$ cat config.mk
export PLATFORM = sky130hd
export DESIGN_NAME = rom_port_arbiter
export DESIGN_NICKNAME = d
export VERILOG_FILES = /design/src/rtl/rom_port_arbiter.sv
export SDC_FILE = /design/constraint.sdc
export NUM_CORES = 1
export LEC_CHECK = 0
export ABC_AREA = 1
export ABC_CLOCK_PERIOD_IN_PS = 1500
export BUFFER_PORTS_ARGS = -buffer_cell sky130_fd_sc_hd__buf_2
export CORE_MARGIN = 5
export CORE_UTILIZATION = 47
export CTS_CLUSTER_DIAMETER = 80
export DETAILED_ROUTE_END_ITERATION = 16
export GPL_TIMING_DRIVEN = 0
export PLACE_DENSITY = 0.79
export SLEW_MARGIN = 30
export SYNTH_ARGS = -nofsm -noshare
export SYNTH_HDL_FRONTEND = slang
export SYNTH_SLANG_ARGS = --single-unit
export TNS_END_PERCENT = 30
$ cat constraint.sdc
create_clock -name clk -period 1.5 [get_ports clk]
set_clock_uncertainty 0.1 [all_clocks]
set_input_delay 0.075 -clock clk [delete_from_list [all_inputs] [get_ports clk]]
set_output_delay 0.075 -clock clk [all_outputs]
set_load 0.01 [all_outputs]
$ cat src/rtl/rom_port_arbiter.sv
// Round-robin arbiter sharing one synchronous-read ROM port between fetch (r0) and load (r1).
// Define ROM_ARB_LOCK_EN to add r0_lock exclusive back-to-back access bounded by MAX_LOCK.
module rom_port_arbiter #(
  parameter int ADDR_W   = 9,
  parameter int DATA_W   = 32,
  parameter int MAX_LOCK = 8
) (
  input  logic              clk,
  input  logic              rst_n,
  input  logic              r0_req,
  input  logic [ADDR_W-1:0] r0_addr,
  output logic              r0_gnt,
  output logic              r0_valid,
  output logic [DATA_W-1:0] r0_data,
  input  logic              r1_req,
  input  logic [ADDR_W-1:0] r1_addr,
  output logic              r1_gnt,
  output logic              r1_valid,
  output logic [DATA_W-1:0] r1_data,
`ifdef ROM_ARB_LOCK_EN
  input  logic              r0_lock,
`endif
  output logic              rom_en,
  output logic [ADDR_W-1:0] rom_addr,
  input  logic [DATA_W-1:0] rom_do
);

  typedef enum logic {
    LAST_R0 = 1'b0,
    LAST_R1 = 1'b1
  } last_t;

  last_t last;
  logic  tag_valid;
  logic  tag_id;
  logic  pick_r0;
  logic  pick_r1;
  logic  lock_hold;
  logic  lock_yield;

`ifdef ROM_ARB_LOCK_EN
  localparam int CNT_W = $clog2(MAX_LOCK + 1);

  logic [CNT_W-1:0] lock_cnt;

  // A nonzero count means the previous grant was a locked r0 grant, so r0 keeps the port.
  assign lock_hold  = r0_lock && (lock_cnt != '0);
  assign lock_yield = lock_hold && (lock_cnt == CNT_W'(MAX_LOCK));

  always_ff @(posedge clk or negedge rst_n) begin
    if (!rst_n) begin
      lock_cnt <= '0;
    end else if (!r0_lock || !r0_req || r1_gnt) begin
      lock_cnt <= '0;
    end else if (r0_gnt && (lock_cnt != CNT_W'(MAX_LOCK))) begin
      lock_cnt <= lock_cnt + 1'b1;
    end
  end
`else
  assign lock_hold  = 1'b0;
  assign lock_yield = 1'b0;
`endif

  always_comb begin
    pick_r0 = 1'b0;
    pick_r1 = 1'b0;
    if (r0_req && r1_req) begin
      if (lock_hold) begin
        pick_r0 = !lock_yield;
        pick_r1 = lock_yield;
      end else if (last == LAST_R1) begin
        pick_r0 = 1'b1;
      end else begin
        pick_r1 = 1'b1;
      end
    end else if (r0_req) begin
      pick_r0 = 1'b1;
    end else if (r1_req) begin
      pick_r1 = 1'b1;
    end
  end

  assign r0_gnt   = pick_r0 && rst_n;
  assign r1_gnt   = pick_r1 && rst_n;
  assign rom_en   = r0_gnt || r1_gnt;
  assign rom_addr = r0_gnt ? r0_addr : (r1_gnt ? r1_addr : '0);

  always_ff @(posedge clk or negedge rst_n) begin
    if (!rst_n) begin
      last <= LAST_R1;
    end else if (r0_gnt) begin
      last <= LAST_R0;
    end else if (r1_gnt) begin
      last <= LAST_R1;
    end
  end

  // Tag follows the ROM's one-cycle latency so the returned word reaches its issuer.
  always_ff @(posedge clk or negedge rst_n) begin
    if (!rst_n) begin
      tag_valid <= 1'b0;
      tag_id    <= 1'b0;
    end else begin
      tag_valid <= rom_en;
      tag_id    <= r1_gnt;
    end
  end

  always_ff @(posedge clk or negedge rst_n) begin
    if (!rst_n) begin
      r0_valid <= 1'b0;
      r1_valid <= 1'b0;
      r0_data  <= '0;
      r1_data  <= '0;
    end else begin
      r0_valid <= tag_valid && !tag_id;
      r1_valid <= tag_valid && tag_id;
      if (tag_valid && !tag_id) begin
        r0_data <= rom_do;
      end
      if (tag_valid && tag_id) begin
        r1_data <= rom_do;
      end
    end
  end

endmodule
Word-level counts from Yosys, hierarchy flattened
Cells that the tools add are included.

Register bits after elaboration: 69. Bits of input ports: 54. Output and inout bits: 78. Word-level logic and storage cells: 26.

Mux-type cells: 11. Reduce and logical (&&, ||, !) cells: 8.

Operators by type and width (count): 2-to-1 mux 9 bit (2); 2-to-1 mux 1 bit (9); logical AND 1 bit (5); nonzero test 2 bit (1); zero test 1 bit (1); logical OR 1 bit (1).

Longest topological paths before layout
Gate-level depths: netlist (run 1).

Depth in word-level cells: 6. Depth in mapped cells: 6. Gate-level depth less buffers: 4.

Least setup slack after synthesis (run 1)
No wires, ideal clock.

Path type: reg2out. From: register last. To: output port rom_addr[0]. Arrival time: 0.942 ns. Required time: 1.325 ns. Slack: 0.383 ns. Cell stages (with the launch flop): 5. Path buffers: 0. Cells stage by stage: dfstp_2 > inv_1 > nand2_1 > nand3_1 > nand2_1.

Word-level cells in the longest chain between the ends: 5. Elaborated cells on any way between the ends: 8. Classes of those cells: mux (6); reduce/logical (2).

RTL lines: start: declaration (line 33) `last_t last;`; start signal: assignment (line 90) `last <= LAST_R1;`; start signal: assignment (line 92) `last <= LAST_R0;`; start signal: assignment (line 94) `last <= LAST_R1;`; 2-to-1 mux 1 bit (line 71) `end else if (last == LAST_R1) begin`; 2-to-1 mux 1 bit (line 67) `if (r0_req && r1_req) begin`; logical AND 1 bit (line 84) `assign r1_gnt = pick_r1 && rst_n;`; 2-to-1 mux 9 bit (line 86) `assign rom_addr = r0_gnt ? r0_addr : (r1_gnt ? r1_addr : '0);`; 2-to-1 mux 9 bit * (line 86); end: declaration (line 24) `output logic [ADDR_W-1:0] rom_addr,`.

Every way passes the cells marked *; elsewhere a longest branch is shown, timed or not.

Final worst setup path (run 1)
From: register last. To: output port rom_addr[6].

The elaborated chain is that of the path after synthesis.

==> results of run 1 <==
power by group through the flow:
| stage | sequential (mW) | combinational [mW] | clock, mW |
|---|---|---|---|
| 6_report | 2.38 | 1.39 | 1.61 |
| 5_1_grt | 2.42 | 1.53 | 1.74 |
| 4_1_cts | 2.38 | 1.40 | 1.65 |
| 3_5_place_dp | 2.41 | 1.30 | 0 |
| 3_3_place_gp | 2.40 | 1.25 | 0 |
| 2_1_floorplan | 2.57 | 0.525 | 0 |
Yosys cell counts (all sizes together):
| cell type | count |
|---|---|
| clkinv | 2 |
| a21oi | 2 |
| nor2 | 2 |
| inv | 36 |
| nand3 | 18 |
| nand2 | 80 |
| dfstp | 1 |
| clkbuf | 2 |
| o21ai | 64 |
| buf | 12 |
| dfrtp | 68 |
critical path, cell delays in order, from the launching register on:
cell	delay [ps]
dfstp_2	600
inv_4	70
nand2_4	90
nand3_1	80
nand2_1	70
buf_2	120
state kept, by name, indices dropped and copies added (netlist names):
signal,flops
r1_data,32
tag_valid,1
r1_valid,1
last,1
r0_valid,1
tag_id,1
r0_data,32
what timing repair did:
action | 4_1_cts | 5_1_grt
setup buffers | 1 | 0
gates resized for setup | 7 | 4
endpoints found under the hold margin | 134 | 17
hold buffers | 37 | 1
gates cloned | 1 | 0
setup endpoints to repair | 9 | 11
pin swaps | 1 | 4
metrics by stage:
step / setup TNS (ps) / worst slack [ps]
2_1_floorplan: 0 / 383
3_3_place_gp: -14570 / -724
3_5_place_dp: 0 / 175
4_1_cts: -406 / -47.8
5_1_grt: -871 / -122
6_report: -196 / -40.6
kinds of logic (layout without fill, tap and decap cells):
family / count (synthesis) / count (layout) / synth area share
AOI/OAI and AO/OA: 66 / 66 / 0.169
buffers and inverters: 52 / 238 / 0.0982
DFF: 69 / 69 / 0.595
and+or+nand+nor: 100 / 101 / 0.138
cell type report:
| cell class | instances | area (um2) | share of cell area |
|---|---|---|---|
| clock inverter | 6 | 88.8 | 0.0205 |
| multi-input combinational | 167 | 937 | 0.217 |
| timing repair buffer | 171 | 1070 | 0.247 |
| sequential | 69 | 1730 | 0.399 |
| buffer | 14 | 143 | 0.0330 |
| inverter | 38 | 145 | 0.0335 |
| clock buffer | 9 | 124 | 0.0286 |
| tap | 75 | 93.8 | 0.0217 |
worst max-delay path by stage:
stage                  endpoint              from  slack [ps]  depth (start not counted)
detailed placement  rom_addr[8]  last$_DFFE_PN1P_         180                          5
global placement    rom_addr[0]             rst_n        -720                          6
finish              rom_addr[6]  last$_DFFE_PN1P_         -40                          5
CTS                 rom_addr[6]  last$_DFFE_PN1P_         -50                          5
floorplan           rom_addr[0]  last$_DFFE_PN1P_         380                          4
global route        rom_addr[8]  last$_DFFE_PN1P_        -120                          5
metal layers:
layer / global-route usage / share of wire / up-vias
met2: 0.365 / 0.53 / 108
met3: 0.0382 / 0.068 / 18
met4: 0.110 / 0.019 / 0
met5: 0 / 0 / -
li1: - / - / 1274
met1: 0.256 / 0.38 / 1220
==> metrics.yaml, run 1 <==
routing:
  wl_per_cell_um: 14.6
  drc: 0
  drtIter0Drc: 80
  num_vias: 2620
  wirelength_mm: 8.00
  vias_per_cell: 4.77
  postRouteAntennaNets: 0
  firstDrtPassIters: 5
cells_and_area:
  antenna_cells: 0
  postLayoutCellArea_um2: 4330
  stdcell_count: 549
  fin_util: 0.727
  area_growth_pct: 49.0
  final_cell_mix: "buf_2, nand2_1, dfrtp_1, o21ai_2, dlygate4sd3_1"
  drive_above_1_share: 0.451
  fin_nets: 524
  layout_commonest_cell: "buf_2"
  nFillCells: 428
pwr:
  ir_worst_vdd_uv: 800
  comb_power_share: 0.259
  p_sw_frac: 0.303
  p_clk_frac: 0.299
  p_switching_mw: 1.63
  power.internal_mw: 3.75
  power_density_nw_per_um2: 1240
  cellLeakagePower_nw: 2.37
  finalPower_mw: 5.38
  seqPwrFrac: 0.443
die:
  rows: 28
  die_h_um: 88.6
  pin_count: 132
  die_w_um: 88.6
  dieArea_um2: 7850
  start_util: 0.488
  core_area_um2: 5960
placed_design:
  post_dp_cell_area_um2: 3680
  io_buffer_count: 131
  dp.cells: 494
  place_congestion: 0.802
  hpwl_mm: 5.39
setup_path:
  cp-start-kind: "register"
  r2r-end: "r1_data[28]$_DFFE_PN0P_"
  crit_arrival_ps: 1370
  rr_worst_depth: 3
  critPathCaptureType: "output pin"
  cp_max_fo: 5
  r2r_slack_ps: 250
  worstSetupPathType: "register to output pin"
  cp.required_ps: 1320
  r2r-start: "tag_valid$_DFF_PN0_"
min_path:
  worstHoldPathCells: 3
  hold_path.class: "input port to register"
  hp-start: "r1_req"
  whs_endpoint: "last$_DFFE_PN1P_"
timing:
  setup_viol: 7
  finalHoldViolCount: 0
  fin_crit_sh: 1.03
  timing.fmax_ghz: 0.649
  slew_headroom: 0.678
  hold_ws_ps: 41.5
  rsz0062_at_grt: "yes"
  drv_slew: 0
  setup_ws_ps: -40.6
  period_needed_ps: 1540
  worst_slew_pin_slew_ps: 484
cts:
  clkSlewWorstSetupHoldPaths_ps: 70
  clk_latency_ps: 330
  cts_tree: "built"
  cts-buffers-inserted: 9
  cts_sinks: 69
  clock_path_buffers: 2
  cts_root_buf: "clkbuf_8"
  cts_htree_levels: 3
yosys:
  yosysTopAreaCellShare: 0.586
  yosys_warnings: 0
  synth_cell_type_count: 14
  synth_nets: 341
  synth_top_area_cell: "dfrtp_1"
  yosys_register_bits: 69
  avgSynthCellArea_um2: 10.1
  syn-cell-area_um2: 2910
  synthCells: 287
  ys_seq_area_frac: 0.595
  synth_area_leaders: "dfrtp_1, o21ai_2, nand2_1"
global_route:
  grt_pass1_vias: 2714
  grt_pass1_wl_mm: 12.7
  globalRouteOverflowTotal: 0
  antenna_found_initial: 0
  grt_max_degree: 53
  grt_usage: 0.213
outcome:
  status: "finished, violations left"
  violations: "setup timing"
job:
  drv_cap: 0
No activity file was read; power rests on OpenSTA's default activity.
==> run 2, diff against run 1 <==
--- a/config.mk
+++ b/config.mk
@@ -5,11 +5,12 @@
 export SDC_FILE = /design/constraint.sdc
 export NUM_CORES = 1
 export LEC_CHECK = 0
-export ABC_AREA = 1
+export ABC_AREA = 0
 export ABC_CLOCK_PERIOD_IN_PS = 1500
 export BUFFER_PORTS_ARGS = -buffer_cell sky130_fd_sc_hd__buf_2
 export CORE_MARGIN = 5
 export CORE_UTILIZATION = 47
+export CTS_BUF_LIST = sky130_fd_sc_hd__clkbuf_16
 export CTS_CLUSTER_DIAMETER = 80
 export DETAILED_ROUTE_END_ITERATION = 16
 export GPL_TIMING_DRIVEN = 0
==> run 2 against run 1 <==
Effect of this change: the flow still finishes with violations (setup timing); non-clock buffer count down 5; largest power group unchanged; via count down 15%; critical path type unchanged; wire length down 3.6%.
==> metrics.yaml, run 2 <==
outcome:
  status: "finished, violations left"
  violations: "setup timing"
cells_and_area:
  multi_input_area_um2: 1120
  area_growth_pct: 54.5
  drive_above_1_share: 0.642
  layout_commonest_cell: "buf_2"
  nFillCells: 377
  regArea_um2: 1730
  final_cell_mix: "buf_2, dfrtp_1, dlygate4sd3_1, mux2_2, mux2_4"
  antenna_cells: 0
  fin_util: 0.753
  reg.largest.list: "r0_data x32, r1_data x32"
  fin_nets: 419
cts:
  postCtsSetupRepairBufs: 0
  clkSlewWorstSetupHoldPaths_ps: 50
  cts_htree_levels: 3
  cts_sinks: 69
  cts-buffers-inserted: 9
  clock_path_buffers: 2
  cts_root_buf: "clkbuf_16"
  cts_tree: "built"
  clk_latency_ps: 310
timing:
  period_needed_ps: 1590
  slew_headroom: 0.479
  setup_viol: 10
  fin_crit_sh: 1.06
  hold_ws_ps: 11.2
  worst_slew_pin_slew_ps: 778
  finalHoldViolCount: 0
  rsz0062_at_grt: "yes"
  timing.fmax_ghz: 0.627
  setup_ws_ps: -94.2
  drv_slew: 0
routing:
  drtIter0Drc: 43
  wirelength_mm: 7.71
  num_vias: 2216
  postRouteAntennaNets: 0
  wl_per_cell_um: 17.4
  firstDrtPassIters: 4
  drc: 0
  vias_per_cell: 4.99
global_route:
  globalRouteOverflowTotal: 0
  grt_max_degree: 38
  antenna_found_initial: 0
  grt_usage: 0.189
  grt_pass1_wl_mm: 11.2
  grt_pass1_vias: 2314
pwr:
  power.internal_mw: 4.38
  p_sw_frac: 0.272
  comb_power_share: 0.258
  power_density_nw_per_um2: 1340
  cellLeakagePower_nw: 2.23
  p_clk_frac: 0.331
  p_switching_mw: 1.64
  ir_worst_vdd_uv: 888
  seqPwrFrac: 0.411
setup_path:
  setup.worst_path.start: "last$_DFFE_PN1P_"
  cp_max_fo: 5
  cp-start-kind: "register"
  crit_buf_inv: 1
  cp_slowest_cell: "dfstp_2"
  cp.required_ps: 1320
  worstSetupPathType: "register to output pin"
  slowest_delay_ps: 600
  r2r-start: "tag_id$_DFF_PN0_"
  crit_arrival_ps: 1420
  critical-path-top-delay-family: "flip-flops"
  critPathCaptureType: "output pin"
  path_cells: "nor2b_2, o32ai_2, buf_2"
yosys:
  synth_compound_area_frac: 0.0336
  synth_cell_type_count: 18
  synth_top_family_by_area: "multiplexers"
  yosysTopAreaCellShare: 0.586
  synth_nets: 238
  yosys_register_bits: 69
  yosys_warnings: 0
  synth_commonest_cells: "dfrtp_1, mux2_2, mux2_4"
  synth_area_leaders: "dfrtp_1, mux2_4, mux2_2"
  syn-cell-area_um2: 2900
  synthCells: 184
  avgSynthCellArea_um2: 15.8
  synth-xor-area-share: 0
  post_synth_and_or_nand_nor_area_fraction: 0.0388
  synth_edf_count: 0
  yosysMostFrequentCell: "dfrtp_1"
  ys_seq_area_frac: 0.596
  synth_fa_ha_area_frac: 0
  synth_top_area_cell: "dfrtp_1"
  async_reset_ff_frac: 1.00
  synth_mux_area_frac: 0.286
  synth_ff_type: "dfrtp_1"
min_path:
  hp-start: "r0_req"
  hold_path.class: "input port to register"
placed_design:
  place_congestion: 0.757
  post-place-ws_ps: -351
  io_buffer_count: 131
  hpwl_mm: 4.98
die:
  die_w_um: 88.6
  pin_count: 132
  rows: 28
  start_util: 0.487
  dieArea_um2: 7840
  core_area_um2: 5960
  die_h_um: 88.6
job:
  drv_cap: 0
==> run 2: timing repair <==
item | CTS | global route
hold buffers | 35 | 3
setup endpoints to repair | 12 | 11
pin swaps | 0 | 6
hold endpoints to repair | 134 | 69
cloned | 0 | 2
resized for setup | 13 | 8
==> run 2: cells by family after synthesis <==
group                  after synthesis
muxes                               64
and+or+nand+nor                     26
AOI/OAI and AO/OA                   11
DFF                                 69
buffers and inverters               14
==> run 2: path summary, 6_finish.rpt <==
path	endpoint	slack (ps)	cells past startpoint
setup reg to reg	r0_data[2]$_DFFE_PN0P_	140	4
hold reg to reg	r1_data[22]$_DFFE_PN0P_	400	1
hold / removal	tag_valid$_DFF_PN0_	10	3
max in group asynchronous	r1_data[16]$_DFFE_PN0P_	310	4
min in group asynchronous	r1_data[28]$_DFFE_PN0P_	330	4
setup / recovery	rom_addr[5]	-90	3
==> run 2: final cells by class <==
class,count,area share
multi-input cells,102,0.251
well taps,75,0.0209
flip-flops and latches,69,0.385
plain buffers,9,0.0262
repair buffers,171,0.251
clock inverters,6,0.0126
inverters,3,0.00251
clock buffers,9,0.0502
==> run 2: worst reg2reg max path: stages (launching register included) <==
cell	delay, ps
dfrtp_1	410
nor2b_4	120
buf_6	150
buf_12	160
mux2_4	310
==> run 2: per-stage QoR <==
step / total power [mW] / area (um2) / setup TNS, ps / cells
floorplan: 3.24 / 2900 / 0 / 184
global placement: 3.84 / 3650 / -18440 / 390
detailed placement: 3.90 / 3670 / -3620 / 391
CTS: 6.02 / 4370 / -741 / 439
global route: 6.30 / 4480 / -1280 / 444
finish: 6.02 / 4480 / -805 / 444
==> run 2: power groups by stage <==
| stage | Clock (mW) | Combinational [mW] | Sequential (mW) |
|---|---|---|---|
| floorplan | 0 | 0.586 | 2.66 |
| global placement | 0 | 1.38 | 2.46 |
| detailed placement | 0 | 1.42 | 2.48 |
| CTS | 2.04 | 1.52 | 2.46 |
| global route | 2.11 | 1.67 | 2.52 |
| finish | 1.99 | 1.55 | 2.47 |
==> run 2: routing by layer <==
metal | up-vias | share of wire | GRT usage
met5 | - | 0 | 0
met4 | 0 | 0.013 | 0.0536
met3 | 10 | 0.078 | 0.0540
met2 | 105 | 0.51 | 0.341
met1 | 1089 | 0.40 | 0.221
li1 | 1012 | - | -
